File: src/rtl/pipe_stall_ctrl_pkg.sv
// Shared MIPS pipeline definitions: opcode/funct codes, MDU state encoding
// and the instruction-class decode helpers used by the stall controller.
package pipe_defs;

    localparam logic [5:0] OP_SPECIAL = 6'h00;
    localparam logic [5:0] OP_J       = 6'h02;
    localparam logic [5:0] OP_JAL     = 6'h03;
    localparam logic [5:0] OP_BEQ     = 6'h04;
    localparam logic [5:0] OP_BNE     = 6'h05;
    localparam logic [5:0] OP_LUI     = 6'h0F;
    localparam logic [5:0] OP_LW      = 6'h23;
    localparam logic [5:0] OP_SW      = 6'h2B;

    localparam logic [5:0] FN_MFHI    = 6'h10;
    localparam logic [5:0] FN_MTHI    = 6'h11;
    localparam logic [5:0] FN_MFLO    = 6'h12;
    localparam logic [5:0] FN_MTLO    = 6'h13;
    localparam logic [5:0] FN_MULT    = 6'h18;
    localparam logic [5:0] FN_MULTU   = 6'h19;
    localparam logic [5:0] FN_DIV     = 6'h1A;
    localparam logic [5:0] FN_DIVU    = 6'h1B;

    typedef enum logic {
        MDU_IDLE = 1'b0,
        MDU_BUSY = 1'b1
    } mdu_state_e;

    // Instructions that start the multiplier/divider.
    function automatic logic is_mdu_op(input logic [5:0] op, input logic [5:0] fn);
        return (op == OP_SPECIAL) &&
               (fn == FN_MULT || fn == FN_MULTU || fn == FN_DIV || fn == FN_DIVU);
    endfunction

    // Anything that touches HI/LO and must wait for a pending result.
    function automatic logic is_mdu_class(input logic [5:0] op, input logic [5:0] fn);
        return is_mdu_op(op, fn) ||
               ((op == OP_SPECIAL) &&
                (fn == FN_MFHI || fn == FN_MTHI || fn == FN_MFLO || fn == FN_MTLO));
    endfunction

    function automatic logic is_div(input logic [5:0] fn);
        return (fn == FN_DIV) || (fn == FN_DIVU);
    endfunction

endpackage

File: src/rtl/pipe_stall_ctrl_if.sv
// Pipeline-facing bundle of the stall controller: instruction words in,
// stage enables / flush / MDU status out.
interface pipe_stall_ctrl_if;
    import pipe_defs::*;

    // No handshake: IR_D/IR_E are sampled combinationally each cycle and the
    // enables/flush respond in the same cycle; en_D=0 holds D, flush_E=1 inserts
    // a bubble into E on the coming edge.
    logic [31:0] IR_D;
    logic [31:0] IR_E;
    logic        en_F;
    logic        en_D;
    logic        flush_E;
    logic        en_M;
    logic        en_W;
    logic        mdu_start;
    logic        mdu_busy;
    logic [31:0] stall_cnt;
    mdu_state_e  mdu_state;

    modport master (
        output IR_D, IR_E,
        input  en_F, en_D, flush_E, en_M, en_W, mdu_start, mdu_busy, stall_cnt, mdu_state
    );

    modport slave (
        input  IR_D, IR_E,
        output en_F, en_D, flush_E, en_M, en_W, mdu_start, mdu_busy, stall_cnt, mdu_state
    );

endinterface

File: src/rtl/pipe_stall_ctrl_timer.sv
// MDU busy timer: after a start it stays BUSY for lat-1 cycles, tracking
// when HI/LO will be written.
module mdu_busy_timer
    import pipe_defs::*;
#(
    parameter int CNT_W = 4
) (
    input  logic             clk,
    input  logic             reset,
    input  logic             start,
    input  logic [CNT_W-1:0] lat,
    output logic             busy,
    output mdu_state_e       state
);

    mdu_state_e       state_q, state_d;
    logic [CNT_W-1:0] cnt_q, cnt_d;

    always_ff @(posedge clk) begin
        if (reset) begin
            state_q <= MDU_IDLE;
            cnt_q   <= '0;
        end else begin
            state_q <= state_d;
            cnt_q   <= cnt_d;
        end
    end

    always_comb begin
        state_d = state_q;
        cnt_d   = cnt_q;
        case (state_q)
            MDU_IDLE: begin
                // A single-cycle op finishes in its start cycle and never raises busy.
                if (start && (lat > CNT_W'(1))) begin
                    state_d = MDU_BUSY;
                    cnt_d   = lat - CNT_W'(1);
                end
            end
            MDU_BUSY: begin
                if (cnt_q <= CNT_W'(1)) begin
                    state_d = MDU_IDLE;
                    cnt_d   = '0;
                end else begin
                    cnt_d = cnt_q - CNT_W'(1);
                end
            end
            default: begin
                state_d = MDU_IDLE;
                cnt_d   = '0;
            end
        endcase
    end

    assign busy  = (state_q == MDU_BUSY);
    assign state = state_q;

endmodule

File: src/rtl/pipe_stall_ctrl.sv
// Central stall/flush sequencer for the 5-stage pipeline: load-use and
// HI/LO hazard detection, F/D enables, D->E bubble and a stall-cycle counter.
module pipe_stall_ctrl
    import pipe_defs::*;
#(
    parameter int MULT_LAT = 5,
    parameter int DIV_LAT  = 10,
    parameter int CNT_W    = 4
) (
    input  logic               clk,
    input  logic               reset,
    pipe_stall_ctrl_if.slave   bus
);

    logic [5:0] op_d, fn_d, op_e, fn_e;
    logic [4:0] rs_d, rt_d, rt_e;
    logic       reads_rs_d, reads_rt_d;
    logic       stall_lu, stall_md, stall;
    logic       mdu_start, mdu_busy;
    logic [CNT_W-1:0] mdu_lat;
    mdu_state_e mdu_state;
    logic [31:0] stall_cnt_q, stall_cnt_d;
    logic        unused_ir_bits;

    assign op_d = bus.IR_D[31:26];
    assign rs_d = bus.IR_D[25:21];
    assign rt_d = bus.IR_D[20:16];
    assign fn_d = bus.IR_D[5:0];
    assign op_e = bus.IR_E[31:26];
    assign rt_e = bus.IR_E[20:16];
    assign fn_e = bus.IR_E[5:0];
    assign unused_ir_bits = ^{bus.IR_D[15:6], bus.IR_E[25:21], bus.IR_E[15:6]};

    assign reads_rs_d = !(op_d == OP_J || op_d == OP_JAL || op_d == OP_LUI);
    assign reads_rt_d = (op_d == OP_SPECIAL) || (op_d == OP_BEQ) ||
                        (op_d == OP_BNE) || (op_d == OP_SW);

    // $0 is hardwired, so a load into it never creates a dependency.
    assign stall_lu = (op_e == OP_LW) && (rt_e != 5'd0) &&
                      (((rs_d == rt_e) && reads_rs_d) || ((rt_d == rt_e) && reads_rt_d));

    // An MDU op arriving in E while busy is ignored rather than restarting the timer.
    assign mdu_start = !reset && !mdu_busy && is_mdu_op(op_e, fn_e);
    assign mdu_lat   = is_div(fn_e) ? CNT_W'(DIV_LAT) : CNT_W'(MULT_LAT);

    assign stall_md = is_mdu_class(op_d, fn_d) && (mdu_busy || mdu_start);
    assign stall    = !reset && (stall_lu || stall_md);

    mdu_busy_timer #(
        .CNT_W (CNT_W)
    ) u_timer (
        .clk   (clk),
        .reset (reset),
        .start (mdu_start),
        .lat   (mdu_lat),
        .busy  (mdu_busy),
        .state (mdu_state)
    );

    always_comb begin
        stall_cnt_d = stall_cnt_q;
        if (stall) begin
            stall_cnt_d = stall_cnt_q + 32'd1;
        end
    end

    always_ff @(posedge clk) begin
        if (reset) begin
            stall_cnt_q <= '0;
        end else begin
            stall_cnt_q <= stall_cnt_d;
        end
    end

    assign bus.en_F      = ~stall;
    assign bus.en_D      = ~stall;
    assign bus.flush_E   = stall;
    assign bus.en_M      = 1'b1;
    assign bus.en_W      = 1'b1;
    assign bus.mdu_start = mdu_start;
    assign bus.mdu_busy  = mdu_busy;
    assign bus.stall_cnt = stall_cnt_q;
    assign bus.mdu_state = mdu_state;

endmodule

File: src/flat_wrapper.sv
// flat-port wrapper written by rule: the top's interface ports become plain ports
module pipe_stall_ctrl_flat import pipe_defs::*;
#(
    parameter int MULT_LAT = 5,
    parameter int DIV_LAT  = 10,
    parameter int CNT_W    = 4
)
  (clk, reset, bus_IR_D, bus_IR_E, bus_en_F, bus_en_D, bus_flush_E, bus_en_M, bus_en_W, bus_mdu_start, bus_mdu_busy, bus_stall_cnt, bus_mdu_state);
  pipe_stall_ctrl_if bus_i ();
  input  logic clk;
  input  logic reset;
  input wire logic [$bits(bus_i.IR_D)-1:0] bus_IR_D;
  input wire logic [$bits(bus_i.IR_E)-1:0] bus_IR_E;
  output wire logic [$bits(bus_i.en_F)-1:0] bus_en_F;
  output wire logic [$bits(bus_i.en_D)-1:0] bus_en_D;
  output wire logic [$bits(bus_i.flush_E)-1:0] bus_flush_E;
  output wire logic [$bits(bus_i.en_M)-1:0] bus_en_M;
  output wire logic [$bits(bus_i.en_W)-1:0] bus_en_W;
  output wire logic [$bits(bus_i.mdu_start)-1:0] bus_mdu_start;
  output wire logic [$bits(bus_i.mdu_busy)-1:0] bus_mdu_busy;
  output wire logic [$bits(bus_i.stall_cnt)-1:0] bus_stall_cnt;
  output wire logic [$bits(bus_i.mdu_state)-1:0] bus_mdu_state;
  assign bus_i.IR_D = bus_IR_D;
  assign bus_i.IR_E = bus_IR_E;
  assign bus_en_F = bus_i.en_F;
  assign bus_en_D = bus_i.en_D;
  assign bus_flush_E = bus_i.flush_E;
  assign bus_en_M = bus_i.en_M;
  assign bus_en_W = bus_i.en_W;
  assign bus_mdu_start = bus_i.mdu_start;
  assign bus_mdu_busy = bus_i.mdu_busy;
  assign bus_stall_cnt = bus_i.stall_cnt;
  assign bus_mdu_state = bus_i.mdu_state;
  pipe_stall_ctrl #(.MULT_LAT(MULT_LAT), .DIV_LAT(DIV_LAT), .CNT_W(CNT_W)) u_core (.clk(clk), .reset(reset), .bus(bus_i));
endmodule
File: config.mk
export PLATFORM = sky130hd
export DESIGN_NAME = pipe_stall_ctrl_flat
export DESIGN_NICKNAME = d
export VERILOG_FILES = /design/src/rtl/pipe_stall_ctrl_pkg.sv /design/src/rtl/pipe_stall_ctrl_if.sv /design/src/rtl/pipe_stall_ctrl_timer.sv /design/src/rtl/pipe_stall_ctrl.sv /design/src/flat_wrapper.sv
export SDC_FILE = /design/constraint.sdc
export NUM_CORES = 1
export LEC_CHECK = 0
export CORE_MARGIN = 8
export CORE_UTILIZATION = 45
export DETAILED_ROUTE_END_ITERATION = 8
export GPL_ROUTABILITY_DRIVEN = 0
export PLACE_DENSITY = 0.83
export SYNTH_ARGS = -nofsm -noshare
export SYNTH_HDL_FRONTEND = slang
export SYNTH_SLANG_ARGS = --single-unit
File: constraint.sdc
create_clock -name clk -period 4.03 [get_ports clk]
set_clock_uncertainty 0.2 [all_clocks]
set_input_delay 0.806 -clock clk [delete_from_list [all_inputs] [get_ports clk]]
set_output_delay 0.806 -clock clk [all_outputs]
set_load 0.02 [all_outputs]
==> results of run 1 <==
kinds of logic after synthesis:
kind of cell / synth area share [%]
compound gates: 20.7
xor+xnor: 8.12
fa+ha+maj: 1.66
buf+inv: 6.19
flops: 32.7
mux: 2.32
other cells: 0.166
simple gates: 28.1
path summary, 6_finish.rpt:
kind,start,to,slack (ns)
worst max register to register,u_core.u_timer.busy,u_core.bus.stall_cnt[16],1.23
worst min-delay path,u_core.bus.stall_cnt[16],u_core.bus.stall_cnt[16],0.31
worst min register to register,u_core.bus.stall_cnt[16],u_core.bus.stall_cnt[16],0.31
worst max-delay path,bus_IR_D[29],bus_en_D,0.19
Yosys cell counts, types with 2 or more instances:
cell type / n / area (um^2)
nor3_2: 3 / 30.0
or3_1: 6 / 37.5
clkbuf_1: 4 / 15.0
a31oi_2: 2 / 25.0
a31o_2: 9 / 78.8
nor2b_1: 4 / 25.0
mux2_2: 2 / 22.5
mux2i_1: 3 / 30.0
nand3_1: 10 / 50.1
and3_1: 6 / 37.5
ha_1: 3 / 37.5
nor3_1: 3 / 15.0
and4_1: 5 / 43.8
nor4_1: 3 / 18.8
nand4b_1: 2 / 17.5
nand2b_1: 2 / 12.5
buf_2: 4 / 20.0
xor2_1: 13 / 114
o31ai_1: 5 / 37.5
nor4_2: 2 / 25.0
nand4_1: 16 / 100
buf_4: 4 / 30.0
a311oi_1: 6 / 52.6
inv_1: 19 / 71.3
o22a_1: 2 / 17.5
or4_1: 4 / 30.0
and4bb_2: 2 / 25.0
xnor2_1: 8 / 70.1
a21oi_1: 23 / 115
o21ai_0: 6 / 30.0
nand2_1: 11 / 41.3
dfxtp_1: 37 / 741
nor2_1: 27 / 101
power groups by stage:
stage	logic [mW]	clock network (mW)	registers [mW]
after floorplan	0.0248	0	0.374
after detailed placement	0.0744	0	0.374
after CTS	0.0744	0.263	0.366
after global routing	0.0804	0.278	0.365
after global placement	0.0722	0	0.374
final	0.0743	0.256	0.366
metal layers:
metal,part of all wire [%],wire length (um),vias up
met3,8.4,514,11
met1,41,2520,1117
met5,0,0,-
met4,1.7,104,0
met2,49,3010,84
li1,-,-,1176
area by class of cell:
| cell class | instances | share of cell area (%) |
|---|---|---|
| multi-input combinational | 204 | 43.0 |
| sequential | 37 | 23.0 |
| inverter | 19 | 2.21 |
| tap | 70 | 2.71 |
| timing repair buffer | 89 | 26.4 |
| clock buffer | 7 | 2.68 |
stage by stage:
step	TNS (ns)	hold WS [ns]
after detailed placement	-0.0309	0.296
after CTS	0	0.311
after global routing	0	0.344
after global placement	0	0.289
final	0	0.313
after floorplan	0	0.266
state kept, by name, indices dropped and copies added, names as in the netlist:
signal                count
u_core.u_timer.cnt_q      4
u_core.bus.stall_cnt     32
u_core.u_timer.busy       1
worst min-delay path, stage by stage (launching register included):
cell,delay [ns]
dfxtp_1,0.34
o41ai_1,0.07
a21oi_1,0.06
what timing repair did:
item / in CTS / in global routing
pin swaps: 0 / 0
hold buffers: 0 / 0
resized for setup: 2 / 1
setup buffers: 0 / 0
setup endpoints to repair: 2 / 1
==> results.sh, run 1 <==
export IMPL_tightestPinTransition_ns=0.540
export IMPL_grt_use_total_pct=16.6
export IMPL_met3_usage_pct=6.51
export IMPL_layout_cells_non_filler=426
export IMPL_synthArstFlopShare_pct=0
export IMPL_io_buffers=74
export IMPL_worstPathCellList="clkdlybuf4s50_1 > or3_1 > mux2i_1 > nand3_1 > nand2_1 > a21oi_1 > or2_2 > dlygate4sd2_1"
export IMPL_first_pass_iters=4
export IMPL_die_h_um=86.9
export IMPL_dp_cells=419
export IMPL_arrival_ns=2.83
export IMPL_drv_cap=0
export IMPL_most_common_layout_cells="71 x clkdlybuf4s50_1, 37 x dfxtp_1, 27 x nor2_1"
export IMPL_hold_depth=2
export IMPL_dieArea_mm2=0.00756
export IMPL_synth_seq_cells=37
export IMPL_wire_per_inst_um=14.4
export IMPL_synthesis_area_mm2=0.00226
export IMPL_multi_input_area_mm2=0.00139
export IMPL_avgSynthCellArea_um2=8.33
export IMPL_final_core_util_pct=64.8
export IMPL_path_max_fanout=5
export IMPL_seqPwrFrac_pct=52.5
export IMPL_outcome="finished, final reports clean"
export IMPL_fin_total_pwr_uw=696
export IMPL_p_per_area_mw_per_mm2=216
export IMPL_synth_edf_count=0
export IMPL_register_area_um2=741
export IMPL_ys_flop_type="dfxtp_1"
export IMPL_synth_seq_area_share_pct=32.7
export IMPL_root_buffer="clkbuf_8"
export IMPL_numCtsBuffers=5
export IMPL_grt_use_met1_pct=17.3
export IMPL_r2r_cells=7
export IMPL_vias=2388
export IMPL_cp_top_family="simple AND/OR/NAND/NOR gates"
export IMPL_h_tree_depth=2
export IMPL_cts_tree="done"
export IMPL_power_switching_uw=151
export IMPL_die_x_um=86.9
export IMPL_cpPeakStageDelay_ns=0.48
export IMPL_sw_frac_of_total_pct=21.7
export IMPL_fmax_mhz=261
export IMPL_dp_hpwl_mm=4.81
export IMPL_place_area_mm2=0.00314
export IMPL_final_nets=425
export IMPL_core_mm2=0.00498
export IMPL_antenna_found_initial=0
export IMPL_finalCritPeriodShare_pct=95.2
export IMPL_clkTransAtPathRegs_ns=0.07
export IMPL_drtIter0Drc=91
export IMPL_viasPerCell=5.61
export IMPL_syn_inst=272
export IMPL_clk_latency_ns=0.28
export IMPL_io_pins=106
export IMPL_pwr_share_clk_pct=36.8
export IMPL_wirelength_mm=6.15
export IMPL_drc=0
export IMPL_ys_warnings_count=0
export IMPL_worstHoldPathType="flip-flop to flip-flop"
export IMPL_critical_path_buf_inv_count=2
export IMPL_peakVddDrop_v=0.000106
export IMPL_place_ws_ns=-0.0184
export IMPL_cts_sinks=37
export IMPL_worstPathRequired_ns=3.02
export IMPL_worst_path_max_delay_cell="clkdlybuf4s50_1"
export IMPL_finalSetupViolCount=0
export IMPL_slew_headroom_pct=63.7
export IMPL_antenna_left=0
export IMPL_rsz0062_at_grt="no"
export IMPL_ys_types=49
export IMPL_cp_start_kind="input port"
export IMPL_cts_buffer_depth=2
export IMPL_end_kind="output port"
export IMPL_setup_ws_ns=0.194
export IMPL_final_common_cell="clkdlybuf4s50_1"
export IMPL_grt_overflow=0
export IMPL_grt_pass1_vias=2340
export IMPL_area_growth_pct=42.5
export IMPL_drive_gt1_share_pct=12.6
export IMPL_slew_viol_final=0
export IMPL_design_area_mm2=0.00323
export IMPL_power_leakage_nw=1.11
export IMPL_start_util_pct=45.5
export IMPL_core_rowCount=26
export IMPL_grtUsageMet2_pct=29.5
export IMPL_hold_violations=0
export IMPL_n_antenna_cell=0
export IMPL_period_needed_ns=3.84
export IMPL_fillers=442
export IMPL_comb_power_share_pct=10.7
export IMPL_grt_pass1_wl_mm=10.3
export IMPL_grt_max_degree=42
export IMPL_crit_type="input port to output port"
export IMPL_grt_busiest_layer="met2"
export IMPL_p_int_uw=545
export IMPL_path_depth=8
Note: power is estimated with default switching activity, not from simulation.
==> run 2: changes to the inputs <==
--- a/config.mk
+++ b/config.mk
@@ -6,10 +6,10 @@
 export NUM_CORES = 1
 export LEC_CHECK = 0
 export CORE_MARGIN = 8
-export CORE_UTILIZATION = 45
+export CORE_UTILIZATION = 40
 export DETAILED_ROUTE_END_ITERATION = 8
 export GPL_ROUTABILITY_DRIVEN = 0
-export PLACE_DENSITY = 0.83
+export PLACE_DENSITY = 0.74
 export SYNTH_ARGS = -nofsm -noshare
 export SYNTH_HDL_FRONTEND = slang
 export SYNTH_SLANG_ARGS = --single-unit
==> run 2 against run 1 <==
Critical path depth is 2 lower. Sequential cell count stayed put. Cell count is 0.23% higher. Highest routed layer unchanged.
==> results.sh, run 2 (synthesis results as in run 1) <==
export IMPL_grt_pass1_vias=2139
export IMPL_die_x_um=91.2
export IMPL_clk_latency_ns=0.29
export IMPL_wirelength_mm=5.95
export IMPL_p_int_uw=564
export IMPL_io_buffers=74
export IMPL_power_leakage_nw=1.10
export IMPL_numCtsBuffers=5
export IMPL_worstPathCellList="clkdlybuf4s50_1 > or4_1 > o211a_1 > a21oi_1 > nor2_1 > clkdlybuf4s50_1"
export IMPL_ctsHoldBuffers=0
export IMPL_core_mm2=0.00547
export IMPL_p_per_area_mw_per_mm2=223
export IMPL_start_util_pct=41.4
export IMPL_worstPathRequired_ns=3.02
export IMPL_n_antenna_cell=0
export IMPL_cp_start_kind="input port"
export IMPL_worstHoldPathType="flip-flop to flip-flop"
export IMPL_comb_power_share_pct=10.4
export IMPL_h_tree_depth=2
export IMPL_finalCritPeriodShare_pct=95.2
export IMPL_pwr_share_clk_pct=39.2
export IMPL_crit_type="input port to output port"
export IMPL_grt_overflow=0
export IMPL_largest_register_ffs=32
export IMPL_seqPwrFrac_pct=50.4
export IMPL_drv_cap=0
export IMPL_wire_per_inst_um=13.9
export IMPL_drc=0
export IMPL_drive_gt1_share_pct=13.0
export IMPL_drtIter0Drc=96
export IMPL_cp_top_family="buffers and inverters"
export IMPL_grt_max_degree=42
export IMPL_end_kind="output port"
export IMPL_sw_frac_of_total_pct=22.2
export IMPL_tightestPinTransition_ns=0.541
export IMPL_viasPerCell=5.44
export IMPL_arrival_ns=2.83
export IMPL_post_cts_buffers=0
export IMPL_path_max_fanout=3
export IMPL_grt_use_total_pct=14.0
export IMPL_rsz0062_at_grt="no"
export IMPL_dp_hpwl_mm=4.67
export IMPL_first_pass_iters=4
export IMPL_slew_viol_final=0
export IMPL_worst_path_max_delay_cell="clkdlybuf4s50_1"
export IMPL_area_growth_pct=43.4
export IMPL_peakVddDrop_v=0.000131
export IMPL_final_core_util_pct=59.3
export IMPL_fin_total_pwr_uw=725
export IMPL_slew_headroom_pct=63.6
export IMPL_finalSetupViolCount=0
export IMPL_period_needed_ns=3.84
export IMPL_clkTransAtPathRegs_ns=0.07
export IMPL_dieArea_mm2=0.00833
export IMPL_io_pins=106
export IMPL_final_nets=423
export IMPL_most_common_layout_cells="72 x clkdlybuf4s50_1, 37 x dfxtp_1, 27 x nor2_1"
export IMPL_antenna_found_initial=0
export IMPL_cts_buffer_depth=2
export IMPL_vias=2324
export IMPL_critical_path_buf_inv_count=2
export IMPL_cpPeakStageDelay_ns=0.55
export IMPL_cts_sinks=37
export IMPL_antenna_left=0
export IMPL_die_h_um=91.2
export IMPL_cp_common_cell="clkdlybuf4s50_1"
export IMPL_final_common_cell="clkdlybuf4s50_1"
export IMPL_cts_tree="done"
export IMPL_power_switching_uw=160
export IMPL_core_rowCount=27
export IMPL_hold_slack_ns=0.308
export IMPL_fmax_mhz=261
export IMPL_root_buffer="clkbuf_8"
export IMPL_hold_violations=0
export IMPL_outcome="finished, final reports clean"
export IMPL_grt_pass1_wl_mm=9.85
## run 2: cell count changes in the layout (fill, tap and decap cells not counted), sizes merged
cell	previous run	this run
dlygate4sd2	2	0
clkdlybuf4s50	71	72
clkinv	0	1
dlymetal6s2s	1	2
buf	15	13
## run 2: power groups by stage
stage / Combinational [mW] / Sequential [mW] / Clock (mW)
after floorplan: 0.0248 / 0.374 / 0
after global placement: 0.0726 / 0.374 / 0
after detailed placement: 0.0743 / 0.374 / 0
after CTS: 0.0754 / 0.365 / 0.292
after global routing: 0.0821 / 0.365 / 0.306
final: 0.0753 / 0.365 / 0.284
## run 2: final cells by class
| type | count | area (um^2) |
|---|---|---|
| Fill cell | 504 | 2230 |
| Multi-Input combinational cell | 204 | 1400 |
| Timing Repair Buffer | 87 | 843 |
| Sequential cell | 37 | 741 |
| Clock buffer | 7 | 96.3 |
| Tap cell | 72 | 90.1 |
| Inverter | 19 | 71.3 |
| Clock inverter | 1 | 5.00 |
## run 2: layer usage
metal  up-vias  global-route usage [%]  share of wire, %
met5         -                       0                 0
met4         0                    3.82               1.5
met3        10                    6.67               9.9
met2        77                    22.3                46
met1      1069                    16.3                43
li1       1168                       -                 -
## run 2: timing repair
item                                    CTS  global route
endpoints found under the setup margin    2             2
gates resized for setup                   1             3
pin swaps                                 0             0
## run 2: through the flow
| step | setup TNS [ns] | cells | instance area, um^2 | worst slack, ns |
|---|---|---|---|---|
| after floorplan | 0 | 273 | 2270 | 0.736 |
| after global placement | 0 | 419 | 3130 | 0.0272 |
| after detailed placement | -0.0144 | 419 | 3130 | -0.00965 |
| after CTS | 0 | 427 | 3240 | 0.0141 |
| after global routing | 0 | 427 | 3250 | 0.0773 |
| final | 0 | 427 | 3250 | 0.194 |
## run 2: worst paths after layout
path / from / endpoint / slack [ns] / cells after the start
setup / recovery: bus_IR_E[19] / bus_flush_E / 0.19 / 6
setup reg to reg: u_core.u_timer.busy / u_core.bus.stall_cnt[16] / 1.23 / 7
hold / removal: u_core.u_timer.cnt_q[3] / u_core.u_timer.cnt_q[3] / 0.31 / 2
hold reg to reg: u_core.u_timer.cnt_q[3] / u_core.u_timer.cnt_q[3] / 0.31 / 2
## run 2: tightest hold or removal path: cells and delay by family, from the launching register on
family	cells	cell delay (ns)
buffers and inverters	1	0.06
AOI/OAI and AO/OA	1	0.06
DFF	1	0.35
